`src/rtl/pc_sequencer.sv`:
```
// pc_sequencer: next-PC selection and load-enable control for the fetch-stage
// program counter register. Sequences the boot/reset-vector load, sequential
// fetch, stalls, and trap/mret/branch redirects, parking a redirect that
// arrives while instruction memory is still busy with the current fetch.
//
// Optional build macro MISALIGN_TRAP_EN: when defined, a branch or mret
// redirect to a non-word-aligned address is refused and reported on MisalignF
// so the CSR logic can raise a trap. When undefined, redirect addresses are
// loaded with bits [1:0] forced to zero.
module pc_sequencer #(
   parameter logic [31:0] RESET_VECTOR = 32'h0000_0000,
   parameter int unsigned BOOT_CYCLES  = 2
) (
   input  logic        CLK,
   input  logic        RST,
   input  logic [31:0] PCF,
   input  logic        StallF,
   input  logic        IMemReady,
   input  logic        BranchTakenE,
   input  logic [31:0] PCTargetE,
   input  logic        TrapReq,
   input  logic [31:0] MtvecBase,
   input  logic        MretReq,
   input  logic [31:0] MepcVal,
   output logic [31:0] PCF_p,
   output logic        EN,
   output logic        FlushD,
   output logic        FlushE,
`ifdef MISALIGN_TRAP_EN
   output logic        Busy,
   output logic        MisalignF
`else
   output logic        Busy
`endif
);

   typedef enum logic [1:0] {BOOT, LOAD, RUN, PEND} state_t;

   // Kind encoding doubles as priority: a larger value wins.
   typedef enum logic [1:0] {
      KIND_NONE   = 2'd0,
      KIND_BRANCH = 2'd1,
      KIND_MRET   = 2'd2,
      KIND_TRAP   = 2'd3
   } kind_t;

   localparam logic [3:0] BOOT_LAST = 4'(BOOT_CYCLES - 1);

   state_t      state_q, state_d;
   logic [3:0]  bootCnt_q, bootCnt_d;
   logic        pendValid_q, pendValid_d;
   logic [31:0] pendAddr_q, pendAddr_d;
   kind_t       pendKind_q, pendKind_d;

   kind_t       reqKind;
   logic [31:0] reqAddr;
   kind_t       selKind;
   logic [31:0] selAddr;
   logic        doRedirect;
   kind_t       rdKind;
   logic [31:0] rdAddr;

   // Pick the highest-priority redirect requested this cycle and its address.
   always_comb begin
      reqKind = KIND_NONE;
      reqAddr = PCTargetE;
      if (TrapReq) begin
         reqKind = KIND_TRAP;
         reqAddr = {MtvecBase[31:2], 2'b00};
      end else if (MretReq) begin
         reqKind = KIND_MRET;
         reqAddr = MepcVal;
      end else if (BranchTakenE) begin
         reqKind = KIND_BRANCH;
         reqAddr = PCTargetE;
      end
   end

   // Next-state and output decode; redirect outputs are applied after the case.
   always_comb begin
      state_d     = state_q;
      bootCnt_d   = bootCnt_q;
      pendValid_d = pendValid_q;
      pendAddr_d  = pendAddr_q;
      pendKind_d  = pendKind_q;
      PCF_p       = PCF + 32'd4;
      EN          = 1'b0;
      FlushD      = 1'b0;
      FlushE      = 1'b0;
      Busy        = 1'b0;
      selKind     = pendKind_q;
      selAddr     = pendAddr_q;
      doRedirect  = 1'b0;
      rdKind      = KIND_NONE;
      rdAddr      = reqAddr;
`ifdef MISALIGN_TRAP_EN
      MisalignF   = 1'b0;
`endif

      case (state_q)
         BOOT: begin
            PCF_p     = RESET_VECTOR;
            Busy      = 1'b1;
            bootCnt_d = bootCnt_q + 4'd1;
            if (bootCnt_q == BOOT_LAST) begin
               state_d = LOAD;
            end
         end
         LOAD: begin
            PCF_p   = RESET_VECTOR;
            EN      = 1'b1;
            FlushD  = 1'b1;
            state_d = RUN;
         end
         RUN: begin
            if (reqKind != KIND_NONE) begin
               if (IMemReady) begin
                  doRedirect = 1'b1;
                  rdKind     = reqKind;
                  rdAddr     = reqAddr;
               end else begin
                  pendValid_d = 1'b1;
                  pendAddr_d  = reqAddr;
                  pendKind_d  = reqKind;
                  state_d     = PEND;
               end
            end else begin
               EN = IMemReady & ~StallF;
            end
         end
         PEND: begin
            if (reqKind > pendKind_q) begin
               selKind = reqKind;
               selAddr = reqAddr;
            end
            if (IMemReady) begin
               doRedirect  = 1'b1;
               rdKind      = selKind;
               rdAddr      = selAddr;
               pendValid_d = 1'b0;
               state_d     = RUN;
            end else begin
               Busy       = pendValid_q;
               pendAddr_d = selAddr;
               pendKind_d = selKind;
            end
         end
         default: begin
            state_d = BOOT;
         end
      endcase

      if (doRedirect) begin
`ifdef MISALIGN_TRAP_EN
         if ((rdKind != KIND_TRAP) && (rdAddr[1:0] != 2'b00)) begin
            EN        = 1'b0;
            FlushD    = 1'b1;
            MisalignF = 1'b1;
         end else begin
            EN     = 1'b1;
            PCF_p  = {rdAddr[31:2], 2'b00};
            FlushD = 1'b1;
            FlushE = (rdKind == KIND_TRAP) || (rdKind == KIND_MRET);
         end
`else
         EN     = 1'b1;
         PCF_p  = {rdAddr[31:2], 2'b00};
         FlushD = 1'b1;
         FlushE = (rdKind == KIND_TRAP) || (rdKind == KIND_MRET);
`endif
      end
   end

   // State, boot counter and parked-redirect registers; reset restarts boot.
   always_ff @(posedge CLK) begin
      if (RST) begin
         state_q     <= BOOT;
         bootCnt_q   <= 4'd0;
         pendValid_q <= 1'b0;
         pendAddr_q  <= 32'd0;
         pendKind_q  <= KIND_NONE;
      end else begin
         state_q     <= state_d;
         bootCnt_q   <= bootCnt_d;
         pendValid_q <= pendValid_d;
         pendAddr_q  <= pendAddr_d;
         pendKind_q  <= pendKind_d;
      end
   end

endmodule

```
`config.mk`:
```
export PLATFORM = sky130hd
export DESIGN_NAME = pc_sequencer
export DESIGN_NICKNAME = d
export VERILOG_FILES = /design/src/rtl/pc_sequencer.sv
export SDC_FILE = /design/constraint.sdc
export NUM_CORES = 1
export LEC_CHECK = 0
export BUFFER_PORTS_ARGS = -buffer_cell sky130_fd_sc_hd__clkbuf_2
export CORE_MARGIN = 2
export CORE_UTILIZATION = 40
export CTS_BUF_LIST = sky130_fd_sc_hd__clkbuf_16
export CTS_CLUSTER_SIZE = 12
export DETAILED_ROUTE_END_ITERATION = 10
export GPL_ROUTABILITY_DRIVEN = 0
export GPL_TIMING_DRIVEN = 0
export PLACE_DENSITY = 0.71
export SYNTH_ARGS = -nofsm -noshare
export SYNTH_HDL_FRONTEND = slang
export SYNTH_SLANG_ARGS = --single-unit
```
`constraint.sdc`:
```
create_clock -name CLK -period 6.7 [get_ports CLK]
set_input_delay 1.34 -clock CLK [delete_from_list [all_inputs] [get_ports CLK]]
set_output_delay 1.34 -clock CLK [all_outputs]
set_load 0.005 [all_outputs]
```
## After elaboration in Yosys (flattened, before gate mapping)

Cells that the tools add are included.
Widths: inputs -> output; s select.

- Flip-flop bits (word level): 41
- Latch bits: 0
- Bits in writable memories: 0
- ROM bits: 0
- Bits of input ports: 135
- Logic and storage cells: 71
- Memories: 0

- $add $sub $neg: 2
- Multiply operators: 0
- Divide/modulo/power cells: 0
- Magnitude comparators: 1
- Equality and inequality tests: 11
- Shifts and indexed selects: 0
- Muxes and demuxes: 42
- Bitwise logic cells: 2
- Reductions and logical operators: 8

Operators by type and width:

| kind | number |
|---|---|
| $mux 32 | 10 |
| $pmux 32 s2 | 1 |
| $add 32x3->32 const B | 1 |
| $mux 2 | 13 |
| $mux 1 | 11 |
| $ne 2x2->1 const B | 5 |
| $eq 2x2->1 const B | 4 |
| $pmux 1 s2 | 4 |
| $pmux 2 s2 | 2 |
| $pmux 2 s4 | 1 |
| $reduce_and 4->1 | 2 |
| $add 4x1->4 const B | 1 |
| $eq 4x1->1 const B | 1 |
| $reduce_bool 2->1 | 2 |
| $reduce_and 3->1 | 1 |
| $eq 2x1->1 const B | 1 |
| $gt 2x2->1 | 1 |
| $logic_not 2->1 | 1 |
| $reduce_or 2->1 | 1 |
| $and 1x1->1 | 1 |
| $logic_or 1x1->1 | 1 |
| $not 1->1 | 1 |

## Longest topological paths before layout

- Depth in word-level cells: 10
- Mapped depth: 9
- Gate-level depth less buffers: 7

## Worst setup path after synthesis

No wires, ideal clock.

- Path type: input-to-output
- Start: input port TrapReq
- End: output port PCF_p[24]
- Arrival: 2.938 ns
- Data required time: 5.360 ns
- Setup slack: 2.422 ns
- Cell stages on the path: 9
- Path through: buf_2 > nor2_1 > inv_1 > ha_1 > o31a_1 > o211ai_1 > buf_2 > mux2i_1 > o22ai_2

- Word-level cells in the longest chain between the ends: 6

RTL lines:

| what | RTL line | source |
|---|---|---|
| start: declaration | 21 | `input logic TrapReq,` |
| $mux 2 | 67 | `if (TrapReq) begin` |
| $gt 2x2->1 | 132 | `if (reqKind > pendKind_q) begin` |
| $mux 32 | 132 |  |
| $mux 32 | 136 | `if (IMemReady) begin` |
| $mux 32 | n/a |  |
| $mux 32 (*) | 153 | `if (doRedirect) begin` |
| end: declaration | 25 | `output logic [31:0] PCF_p,` |

Mark *: on every way between the ends. The rest lies on a longest branch, timed or not.

## Worst setup path after layout

- Start: input port TrapReq
- End: output port PCF_p[22]

Same word-level chain as after synthesis.

==> flow_metrics.env <==
export IMPL_vdd_ir_drop_worst_mv=0.136
export IMPL_synth_area_um2=3490
export IMPL_clk_pin_slew_ns=0.06
export IMPL_p_leak_nw=2.21
export IMPL_post_cts_resized=0
export IMPL_n_antenna_cell=0
export IMPL_post_cts_buffers=0
export IMPL_clkLatencyLatePin_ns=0.28
export IMPL_hpwl_um=9600
export IMPL_cts_tree="done"
export IMPL_coreArea_um2=8590
export IMPL_antenna_left=0
export IMPL_worst_pin_slew_ns=0.616
export IMPL_end_kind="primary output"
export IMPL_antenna_found_initial=0
export IMPL_cts_sinks=39
export IMPL_hp_class="register to register"
export IMPL_yosysSeqAreaShare_pct=22.4
export IMPL_fin_skew_ns=0.00535
export IMPL_fin_crit_sh_pct=74.1
export IMPL_regArea_um2=781
export IMPL_drc=0
export IMPL_slew_viol_final=0
export IMPL_p_switching_w=0.000405
export IMPL_arrival_ns=3.62
export IMPL_io_pins=171
export IMPL_fmax_ghz=0.201
export IMPL_die_h_um=97.4
export IMPL_syn_area_per_cell_um2=7.45
export IMPL_tns_ns=0
export IMPL_cap_violations=0
export IMPL_routed_via_density=5.50
export IMPL_clk_path_buf_depth=2
export IMPL_comb_power_share_pct=48.0
export IMPL_path_max_fanout=10
export IMPL_pwr_share_seq_pct=26.9
export IMPL_routedWlPerCell_um=15.7
export IMPL_synth_seq_cells=39
export IMPL_clkPwrFrac_pct=25.1
export IMPL_clockRootBuffer="clkbuf_16"
export IMPL_worstSetupPathType="input port to primary output"
export IMPL_swShare_pct=38.2
export IMPL_syn_to_final_growth_pct=31.8
export IMPL_synth_compound_area_share_pct=22.1
export IMPL_cp_required_ns=5.36
export IMPL_whs_ns=0.457
export IMPL_num_rows=34
export IMPL_synth_cell_type_count=36
export IMPL_synth_fp_nets=612
export IMPL_vias=4105
export IMPL_ys_warnings_count=0
export IMPL_start_kind="input port"
export IMPL_p_int_w=0.000655
export IMPL_setup_violations=0
export IMPL_synthAdderAreaFrac_pct=3.23
export IMPL_regToRegSetupSlack_ns=4.39
export IMPL_yosys_area_share_simple_pct=21.3
export IMPL_slew_headroom_pct=58.7
export IMPL_layout_nets=781
export IMPL_ctsHoldBuffers=0
export IMPL_die_x_um=97.4
export IMPL_fin_crit_ns=4.96
export IMPL_initial_core_util_pct=40.6
export IMPL_drt_wl_total_um=11700
export IMPL_multi_input_area_um2=2520
export IMPL_grt_max_degree=13
export IMPL_syn_inst=468
export IMPL_p_per_area_nw_per_um2=230
export IMPL_reg2regPathDepth=7
export IMPL_cts_buffers=5
export IMPL_grt_pass1_vias=3837
export IMPL_hold_depth=2
export IMPL_drt_iter0_markers=230
export IMPL_first_pass_iters=4
export IMPL_htreeDepth=2
export IMPL_drive_above_1_share_pct=29.5
export IMPL_muxShareOfSynthArea_pct=17.8
export IMPL_grt_pass1_wl_um=18600
export IMPL_fillers=860
export IMPL_outcome="finished, final reports clean"
export IMPL_design_die_area_um2=9480
export IMPL_track_usage_pct=23.8
export IMPL_portBuffers=162
export IMPL_synthXorXnorAreaFrac_pct=7.78
export IMPL_grt_setup_unrepaired="false"
export IMPL_synth_top_family_by_area="compound AO/OA/AOI/OAI gates"
export IMPL_hold_violations=0
export IMPL_grt_overflow=0
## cell type report
| class | count | area share (%) |
|---|---|---|
| multi-input cells | 381 | 54.7 |
| clock inverters | 3 | 0.844 |
| repair buffers | 162 | 17.6 |
| inverters | 10 | 0.816 |
| plain buffers | 38 | 3.32 |
| clock buffers | 5 | 2.72 |
| flip-flops and latches | 39 | 17.0 |
| well taps | 108 | 2.94 |
## cell families (layout without fill, tap and decap cells)
kind of cell,count (synthesis),after routing
xor gates and xnor gates,31,31
AOI/OAI and AO/OA,138,138
muxes,62,62
buffers and inverters,48,218
DFF,39,39
adders and majority gates,9,9
and+or+nand+nor,141,141
## synthesized netlist by cell type, drive strengths merged
master / instances / area share [%]
o211ai: 4 / 0.86
a221o: 1 / 0.29
nor2: 17 / 1.9
and3: 5 / 0.90
dfxtp: 39 / 22
clkbuf: 30 / 3.2
a211oi: 3 / 0.65
xor2: 21 / 5.3
nor2b: 3 / 0.54
o21ai: 62 / 8.9
o22ai: 31 / 5.7
a211o: 1 / 0.25
o211a: 1 / 0.29
inv: 10 / 1.1
nand3: 43 / 6.2
mux2i: 62 / 18
or2: 1 / 0.18
or4: 1 / 0.32
xnor2: 10 / 2.5
and4: 3 / 0.79
nand4: 11 / 2.6
nor4: 5 / 1.9
o31a: 1 / 0.25
nor3: 6 / 1.0
nand2: 46 / 4.9
ha: 9 / 3.2
buf: 8 / 1.1
a21oi: 34 / 4.9
## path summary, 6_finish.rpt
kind,startpoint,endpoint
setup reg to reg,state_q[1],pendAddr_q[7]
hold reg to reg,pendKind_q[1],pendKind_q[1]
hold / removal,pendKind_q[1],pendKind_q[1]
setup / recovery,TrapReq,PCF_p[22]
## power groups by stage
stage | sequential [W] | combinational, W | clock [W]
2_1_floorplan | 0.000285 | 0.000298 | 0
3_3_place_gp | 0.000288 | 0.000495 | 0
3_5_place_dp | 0.000289 | 0.000505 | 0
4_1_cts | 0.000285 | 0.000507 | 0.000266
5_1_grt | 0.000288 | 0.000565 | 0.000274
6_report | 0.000285 | 0.000509 | 0.000266
## registers in the layout (all words and copies together) (netlist names)
signal / flops
pendAddr_q: 30
pendValid_q: 1
state_q: 2
bootCnt_q: 4
pendKind_q: 2
## metrics by stage
stage | power, W | utilization, % | instance area, um^2 | setup WS [ns] | instances
finish | 0.00106 | 53.5 | 4600 | 1.74 | 746
global route | 0.00113 | 53.5 | 4600 | 1.64 | 746
CTS | 0.00106 | 53.5 | 4600 | 1.77 | 746
detailed placement | 0.000794 | 51.6 | 4430 | 1.77 | 738
global placement | 0.000783 | 51.6 | 4430 | 1.82 | 738
floorplan | 0.000583 | - | 3490 | 2.42 | 468
## critical path, cell delays in order
cell and delay, ns:
clkbuf_2 0.10, buf_2 0.18, nor2_1 0.18, inv_1 0.10
ha_1 0.31, o31a_1 0.14, o211ai_1 0.23, buf_2 0.35
mux2i_1 0.40, o22ai_1 0.14, clkbuf_2 0.13
## per-layer routing
layer	wire, um	GRT usage [%]
met1	5130	32.0
met2	5680	39.6
met3	754	3.81
met4	176	6.41
met5	0	0
## cell usage in the layout, fill, tap and decap left out, drive strengths merged, types with 2 or more instances in the layout
master,synthesis,layout
nor3,6,6
and3,5,5
ha,9,9
inv,10,10
xor2,21,21
xnor2,10,10
a21oi,34,34
nand4,11,11
nor2b,3,3
o22ai,31,31
mux2i,62,62
and4,3,3
o211ai,4,4
a211oi,3,3
nand2,46,46
o21ai,62,62
nor2,17,17
buf,8,8
nand3,43,43
dfxtp,39,39
clkinv,0,2
nor4,5,5
clkbuf,30,197
No activity file was read; power rests on OpenSTA's default activity.
